### src/rtl/switch_mcu_fetch_pc_if.sv
// Fetch-stage bus bundle: redirect from EX, instruction memory port, decoder handshake.
// master = fetch unit, slave = surrounding pipeline/memory.
interface switch_mcu_fetch_pc_if;
    logic        in_pc_override;
    logic [31:0] in_pc_write;
    logic [1:0]  in_flush;
    logic        out_imem_ren;
    logic [31:0] out_imem_addr;
    logic [31:0] in_imem_rdata;
    logic [31:0] out_instr;
    logic [31:0] out_instr_pc;
    logic        out_instr_valid;
    logic        in_dec_ready;
    logic [31:0] out_pc_reg;

    modport master (
        input  in_pc_override, in_pc_write, in_flush, in_imem_rdata, in_dec_ready,
        output out_imem_ren, out_imem_addr, out_instr, out_instr_pc, out_instr_valid, out_pc_reg
    );

    modport slave (
        output in_pc_override, in_pc_write, in_flush, in_imem_rdata, in_dec_ready,
        input  out_imem_ren, out_imem_addr, out_instr, out_instr_pc, out_instr_valid, out_pc_reg
    );
endinterface

### src/rtl/switch_mcu_fetch_pc.sv
// PC register and fetch sequencer with a two-entry instruction buffer.
// state    | meaning
// S_IDLE   | one settling cycle after reset release, no fetch
// S_RUN    | issue fetches while buffer plus in-flight stays below depth
// S_BUBBLE | post-redirect dead cycles, counter counts down to 0
module switch_mcu_fetch_pc #(
    parameter logic [31:0] RESET_PC   = 32'h0000_0000,
    parameter int          FIFO_DEPTH = 2
) (
    input  logic                  in_clk,
    input  logic                  in_rst,
    switch_mcu_fetch_pc_if.master bus
);
    localparam logic [1:0] DEPTH = 2'(FIFO_DEPTH);

    typedef enum logic [1:0] {S_IDLE, S_RUN, S_BUBBLE} state_t;

    typedef struct packed {
        logic [31:0] pc;
        logic [31:0] instr;
    } entry_t;

    state_t      state;
    logic [1:0]  bub_cnt;
    logic        ovr_q;
    logic [31:0] pc;
    logic        ren_q;
    logic [31:0] addr_q;
    entry_t      ent0;
    entry_t      ent1;
    logic [1:0]  occ;

    logic        redir;
    logic [1:0]  flush_eff;
    logic        pop;
    logic [1:0]  occ_pop;
    logic [1:0]  fill;
    logic        issue;
    entry_t      nxt0;
    entry_t      nxt1;

    always_comb begin
        redir     = bus.in_pc_override && !ovr_q;
        flush_eff = (bus.in_flush == 2'd3) ? 2'd2 : bus.in_flush;
        pop       = (occ != 2'd0) && bus.in_dec_ready;
        occ_pop   = occ - {1'b0, pop};
        // ren_q is the single in-flight fetch; its word lands this cycle
        fill      = occ_pop + {1'b0, ren_q};
        issue     = (state == S_RUN) && !redir && (fill < DEPTH);
        nxt0      = pop ? ent1 : ent0;
        nxt1      = ent1;
        if (ren_q) begin
            if (occ_pop == 2'd0) begin
                nxt0 = {addr_q, bus.in_imem_rdata};
            end else begin
                nxt1 = {addr_q, bus.in_imem_rdata};
            end
        end
    end

    always_ff @(posedge in_clk or negedge in_rst) begin
        if (!in_rst) begin
            state   <= S_IDLE;
            bub_cnt <= 2'd0;
            ovr_q   <= 1'b0;
            pc      <= RESET_PC;
            ren_q   <= 1'b0;
            addr_q  <= 32'h0;
            ent0    <= '0;
            ent1    <= '0;
            occ     <= 2'd0;
        end else begin
            ovr_q <= bus.in_pc_override;
            ren_q <= issue;
            if (issue) begin
                addr_q <= pc;
                pc     <= pc + 32'd4;
            end
            // redirect drops the buffer and the word returning this cycle
            if (redir) begin
                pc  <= bus.in_pc_write;
                occ <= 2'd0;
            end else begin
                ent0 <= nxt0;
                ent1 <= nxt1;
                occ  <= fill;
            end
            if (redir) begin
                if (flush_eff == 2'd0) begin
                    state   <= S_RUN;
                    bub_cnt <= 2'd0;
                end else begin
                    state   <= S_BUBBLE;
                    bub_cnt <= flush_eff;
                end
            end else begin
                case (state)
                    S_IDLE:   state <= S_RUN;
                    S_RUN:    state <= S_RUN;
                    S_BUBBLE: begin
                        bub_cnt <= bub_cnt - 2'd1;
                        if (bub_cnt <= 2'd1) state <= S_RUN;
                    end
                    default:  state <= S_IDLE;
                endcase
            end
        end
    end

    assign bus.out_imem_ren    = ren_q;
    assign bus.out_imem_addr   = addr_q;
    assign bus.out_instr       = ent0.instr;
    assign bus.out_instr_pc    = ent0.pc;
    assign bus.out_instr_valid = (occ != 2'd0);
    assign bus.out_pc_reg      = pc;
endmodule

### src/flat_wrapper.sv
// flat-port wrapper written by rule: the top's interface ports become plain ports
module switch_mcu_fetch_pc_flat 
#(
    parameter logic [31:0] RESET_PC   = 32'h0000_0000,
    parameter int          FIFO_DEPTH = 2
)
  (in_clk, in_rst, bus_in_pc_override, bus_in_pc_write, bus_in_flush, bus_in_imem_rdata, bus_in_dec_ready, bus_out_imem_ren, bus_out_imem_addr, bus_out_instr, bus_out_instr_pc, bus_out_instr_valid, bus_out_pc_reg);
  switch_mcu_fetch_pc_if bus_i ();
  input  logic in_clk;
  input  logic in_rst;
  input wire logic [$bits(bus_i.in_pc_override)-1:0] bus_in_pc_override;
  input wire logic [$bits(bus_i.in_pc_write)-1:0] bus_in_pc_write;
  input wire logic [$bits(bus_i.in_flush)-1:0] bus_in_flush;
  input wire logic [$bits(bus_i.in_imem_rdata)-1:0] bus_in_imem_rdata;
  input wire logic [$bits(bus_i.in_dec_ready)-1:0] bus_in_dec_ready;
  output wire logic [$bits(bus_i.out_imem_ren)-1:0] bus_out_imem_ren;
  output wire logic [$bits(bus_i.out_imem_addr)-1:0] bus_out_imem_addr;
  output wire logic [$bits(bus_i.out_instr)-1:0] bus_out_instr;
  output wire logic [$bits(bus_i.out_instr_pc)-1:0] bus_out_instr_pc;
  output wire logic [$bits(bus_i.out_instr_valid)-1:0] bus_out_instr_valid;
  output wire logic [$bits(bus_i.out_pc_reg)-1:0] bus_out_pc_reg;
  assign bus_i.in_pc_override = bus_in_pc_override;
  assign bus_i.in_pc_write = bus_in_pc_write;
  assign bus_i.in_flush = bus_in_flush;
  assign bus_i.in_imem_rdata = bus_in_imem_rdata;
  assign bus_i.in_dec_ready = bus_in_dec_ready;
  assign bus_out_imem_ren = bus_i.out_imem_ren;
  assign bus_out_imem_addr = bus_i.out_imem_addr;
  assign bus_out_instr = bus_i.out_instr;
  assign bus_out_instr_pc = bus_i.out_instr_pc;
  assign bus_out_instr_valid = bus_i.out_instr_valid;
  assign bus_out_pc_reg = bus_i.out_pc_reg;
  switch_mcu_fetch_pc #(.RESET_PC(RESET_PC), .FIFO_DEPTH(FIFO_DEPTH)) u_core (.in_clk(in_clk), .in_rst(in_rst), .bus(bus_i));
endmodule
### config.mk
export PLATFORM = sky130hd
export DESIGN_NAME = switch_mcu_fetch_pc_flat
export DESIGN_NICKNAME = d
export VERILOG_FILES = /design/src/rtl/switch_mcu_fetch_pc_if.sv /design/src/rtl/switch_mcu_fetch_pc.sv /design/src/flat_wrapper.sv
export SDC_FILE = /design/constraint.sdc
export NUM_CORES = 1
export LEC_CHECK = 0
export BUFFER_PORTS_ARGS = -buffer_cell sky130_fd_sc_hd__clkbuf_2
export CAP_MARGIN = 20
export CORE_UTILIZATION = 30
export CTS_BUF_LIST = sky130_fd_sc_hd__clkbuf_4
export CTS_CLUSTER_DIAMETER = 50
export CTS_CLUSTER_SIZE = 30
export DETAILED_ROUTE_END_ITERATION = 6
export MAX_ROUTING_LAYER = met4
export PLACE_DENSITY = 0.57
export SLEW_MARGIN = 20
export SYNTH_ARGS = -nofsm -noshare
export SYNTH_HDL_FRONTEND = slang
export SYNTH_SLANG_ARGS = --single-unit
### constraint.sdc
create_clock -name in_clk -period 7.3 [get_ports in_clk]
set_clock_uncertainty 0.05 [all_clocks]
set_input_delay 0 -clock in_clk [delete_from_list [all_inputs] [get_ports in_clk]]
set_output_delay 0 -clock in_clk [all_outputs]
set_load 0.01 [all_outputs]
* Word level (Yosys, flattened, before mapping)
Cells that the tools add are included.
** Cells by class
- $add $sub $neg :: 4
- Magnitude comparators :: 2
- Equality and inequality tests :: 4
- Mux-type cells :: 14
- Bitwise gates (word level) :: 2
- Reductions and logical operators :: 14
** Operators with widths (count)
- 64-bit 2-to-1 mux :: 3
- 32-bit 2-to-1 mux :: 2
- 32-bit by 3-bit adder with 32-bit output, second input constant :: 1
- 2-bit 2-to-1 mux :: 8
- 2-bit logical NOT :: 3
- 2-bit nonzero test :: 3
- 2-bit equality test, second input constant :: 2
- 1-bit logical AND :: 4
- 2-bit case mux with 2 select lines :: 1
- 3-bit by 1-bit inequality test with 1-bit output, second input constant :: 1
- 3-bit AND reduction :: 1
- 2-bit by 1-bit adder with 2-bit output :: 1
- 2-bit by 1-bit equality test with 1-bit output, second input constant :: 1
- 2-bit by 1-bit less-or-equal comparator with 1-bit output, second input constant :: 1
- 1-bit logical NOT :: 2
- 2-bit less-than comparator, second input constant :: 1
- 1-bit NOT :: 2
- 2-bit OR reduction :: 1
- 2-bit by 1-bit subtractor with 2-bit output :: 1
- 2-bit by 1-bit subtractor with 2-bit output, second input constant :: 1
** Word-level totals
- Bits in registers :: 200
- Output and inout bits :: 130
- Logic and storage cells :: 51

* Depth between registers and ports, before layout
- Depth in word-level cells :: 8
- Mapped depth :: 13
- Mapped depth without buffers :: 13

* Worst setup path after synthesis
No wires, ideal clock.
- Path type :: register to register
- From :: reg u_core.occ[1]
- To :: reg u_core.pc[19], in the netlist u_core.bus.out_pc_reg[19]
- Setup time :: 124 ps
- Arrival time :: 2619 ps
- Required time :: 7126 ps
- Slack :: 4507 ps
- Cell stages (with the launch flop) :: 13
- Path buffers :: 1
- Clock period less this slack :: 2793 ps
- Cells stage by stage :: dfrtp_1 > or2_2 > nand2_1 > inv_1 > ha_1 > inv_1 > ha_1 > xnor3_2 > and4_1 > buf_4 > nand4_1 > o21a_1 > o31a_1
** On the way
- Cells in the longest elaborated chain, start to end :: 7
** Ends and longest elaborated chain
- start: declaration :: line switch_mcu_fetch_pc.sv:31 : logic [1:0] occ;
- start signal: assignment :: line switch_mcu_fetch_pc.sv:86 : occ <= fill;
- 2-bit nonzero test
- net bus_out_instr_valid :: line flat_wrapper.sv:20 : output wire logic [$bits(bus_i.out_instr_valid)-1:0] bus_out_instr_valid;
- 1-bit logical AND :: line switch_mcu_fetch_pc.sv:45 : pop = (occ != 2'd0) && bus.in_dec_ready;
- 2-bit by 1-bit subtractor with 2-bit output :: line switch_mcu_fetch_pc.sv:46 : occ_pop = occ - {1'b0, pop};
- 2-bit by 1-bit adder with 2-bit output :: line switch_mcu_fetch_pc.sv:48 : fill = occ_pop + {1'b0, ren_q};
- 2-bit less-than comparator :: line switch_mcu_fetch_pc.sv:49 : issue = (state == S_RUN) && !redir && (fill < DEPTH);
- 1-bit logical AND :: line switch_mcu_fetch_pc.sv:49
- 2-bit nonzero test (no line)
- end signal: assignment :: line switch_mcu_fetch_pc.sv:77 : pc <= pc + 32'd4;
- end signal: assignment :: line switch_mcu_fetch_pc.sv:81 : pc <= bus.in_pc_write;
- end: declaration :: line switch_mcu_fetch_pc.sv:26 : logic [31:0] pc;
The timed path passes the listed nets, and every way through them passes these cells.
A chain may end at the register's enable or synchronous reset.

* Worst setup path after layout
- From :: reg u_core.occ[1]
- To :: reg u_core.ent0, in the netlist u_core.bus.out_instr[31]
** On the way
- Cells in the longest elaborated chain, start to end :: 6
** Ends and longest elaborated chain
- 2-bit nonzero test :: line switch_mcu_fetch_pc.sv:45
- 1-bit logical AND :: line switch_mcu_fetch_pc.sv:45
- 2-bit by 1-bit subtractor with 2-bit output :: line switch_mcu_fetch_pc.sv:46
- 2-bit logical NOT :: line switch_mcu_fetch_pc.sv:53 : if (occ_pop == 2'd0) begin
- 64-bit 2-to-1 mux :: line switch_mcu_fetch_pc.sv:53
- 64-bit 2-to-1 mux * :: line switch_mcu_fetch_pc.sv:52 : if (ren_q) begin
- end signal: assignment :: line switch_mcu_fetch_pc.sv:84 : ent0 <= nxt0;
- end: declaration :: line switch_mcu_fetch_pc.sv:29 : entry_t ent0;
Mark *: on every way between the ends. The rest lies on a longest branch, timed or not.

==> reports/qor.yml <==
crit_path_end_kind: "flop"
drc_errors: 0
die-width_microns: 171.1
fin_nets: 1132
regToRegStartpoint: "u_core.occ[1]"
cts_root_buf: "clkbuf_4"
via_count: 6878
grt_usage_pct: 17.73
cp-start-kind: "flop"
fin_setup_tns_ns: 0
fmax_mhz: 237.7
rows: 61
grt_overflow_total: 0
drive_above_1_share_pct: 30.07
hp-start: "bus_in_pc_write[13]"
wl_per_cell_microns: 16.90
mostFrequentLayoutCells: "dfrtp_1, clkbuf_2, nand2_1"
die-area_sq_um: 29280
cts.sinks: 200
cap_viol_max_count: 0
hold_viol: 0
largest_register: "u_core.ent1"
setup_viol: 0
worstPathArrival_ns: 4.67
crit_chain: "or2_2 > nand2_1 > inv_1 > ha_1 > xnor2_1 > nand3_4 > a21oi_4 > buf_4 > nor2_1 > a21oi_1"
clk_latency_ns: 0.60
required_ns: 7.76
crit_family: "simple AND/OR/NAND/NOR gates"
cp.buffers_inverters: 2
core-area_sq_um: 27930
dp_hpwl_microns: 15880
finalCriticalPeriod_ns: 4.206
grt_first_pass_wirelength_microns: 38420
cpMaxStageDelayCell: "nand3_4"
die_h_microns: 171.1
gp_congestion: 0.7529
post_cts_buffers: 0
crit_start: "u_core.occ[1]"
cts_buffers: 17
drt_iter0_markers: 518
cpPeakStageDelay_ns: 0.76
final_common_cell: "dfrtp_1"
rsz0062_at_grt: "no"
final_util_pct: 39.44
grt_pass1_vias: 6832
ys_ff_latch: 200
wirelength_microns: 24510
syn_inst: 805
min_path_type: "input pin to flop"
yosysWarningCount: 0
synth_fp_nets: 879
power_leakage_uw: 0.005045
drtPass1Iterations: 4
syn_area_sq_um: 8581
antenna_left: 0
synth.distinct_cells: 47
critPathKind: "flop to flop"
initial_core_util_pct: 30.72
clk_pin_slew_ns: 0.19
maxSlewViolCount: 0
avgSynthCellArea_sq_um: 10.66
powerDensity_nw_per_um2: 395.4
slew_headroom_pct: 35.27
crit_fanout: 66
cts_tree: "done"
cts_max_level: 4
grt_max_degree: 77
fin_crit_sh_pct: 57.62
grt_antenna_before_repair: 1
instances_no_fill: 1450
ys_seq_area_share_pct: 58.33
cts.path.max_buffers: 2
irDropWorstVdd_uv: 167.8
syn2layout_area_growth_pct: 28.39
portBuffers: 199
largest_register_ff_count: 64
worst_pin_slew_ns: 0.9709
outcome: "completed"
post-place-cells: 1340
pin_count: 200
drt-vias-per-instance: 4.743
## logic make-up (layout without fill, tap and decap cells)
kind of cell | after synthesis | in the layout | share of synthesized area [%]
AND/OR/NAND/NOR | 282 | 282 | 15.18
flip-flops | 200 | 200 | 58.33
AO/OA/AOI/OAI | 169 | 169 | 11.05
multiplexers | 65 | 65 | 8.530
buffers and inverters | 57 | 323 | 3.106
XOR/XNOR | 28 | 28 | 3.222
adder cells (fa/ha/maj) | 4 | 4 | 0.5833
other | 0 | 1 | 0
## worst paths after layout
path | to | slack (ns) | cells after the start
max | u_core.bus.out_instr[31] | 3.09 | 10
min | u_core.bus.out_pc_reg[13] | 0.08 | 4
max reg2reg | u_core.bus.out_instr[31] | 3.09 | 10
min reg2reg | u_core.state[0] | 0.45 | 1
max in group asynchronous | u_core.ent1[43] | 5.78 | 4
min in group asynchronous | u_core.bus.out_instr[3] | 0.50 | 4
## timing repair
action | in CTS | in global routing
hold buffers | 76 | 0
endpoints found under the setup margin | 0 | 0
resized for setup | 0 | 0
endpoints found under the hold margin | 236 | 0
## worst reg2reg max path: stages (launching register included)
cell	delay (ns)
dfrtp_1	0.47
or2_2	0.33
nand2_1	0.13
inv_1	0.09
ha_1	0.23
xnor2_1	0.42
nand3_4	0.76
a21oi_4	0.74
buf_4	0.59
nor2_1	0.15
a21oi_1	0.17
## power by group
group	internal, uW	switching [uW]
clock network	185	420
logic	803	1010
registers	1580	354
total	2570	1780
## area by class of cell
class,instances,area [sq um]
Inverter,8,30.03
Timing Repair Buffer,283,1864
Fill cell,2789,16920
Multi-Input combinational cell,548,3354
Tap cell,378,473.0
Clock inverter,15,160.2
Clock buffer,17,127.6
Antenna cell,1,2.502
Sequential cell,200,5005
## through the flow
step,worst slack (ns),cell area (sq um),power (uW),hold WS [ns]
finish,3.094,11020,4356,0.08397
CTS,3.118,10990,4413,0.0008116
global route,2.830,11020,4721,0.02979
detailed placement,3.156,9921,3761,-0.05512
global placement,3.270,9921,3713,-0.05149
floorplan,4.507,8581,3054,-0.3456
## metal layers
layer	vias up	share of wire (%)	GRT usage [%]	routed length, microns
met4	0	0.93	4.231	227
li1	3319	-	-	-
met3	14	4.5	4.118	1107
met1	3384	48	23.96	11780
met2	161	46	26.83	11390
met5	-	0	-	0
## synth_stat cells, drive strengths merged
cell,n,area share [%]
a21oi,70,4.2
a31oi,4,0.29
and2,2,0.15
and2b,1,0.088
and3,5,0.36
and4,5,0.51
buf,14,0.87
clkbuf,35,1.9
dfrtp,200,58
ha,4,0.58
inv,8,0.35
mux2,65,8.5
nand2,143,6.3
nand2b,4,0.29
nand3,13,0.76
nand3b,1,0.088
nand4,11,1.3
nand4b,1,0.10
nor2,78,3.6
nor2b,2,0.15
nor3,5,0.29
nor4,6,0.69
o21a,1,0.088
o21ai,28,1.6
o22ai,64,4.7
o311ai,1,0.10
o31a,1,0.10
or2,1,0.073
or3,2,0.15
or4,2,0.22
xnor2,15,1.5
xnor3,1,0.28
xor2,11,1.1
xor3,1,0.29
Power figures use the tool's default switching activity.
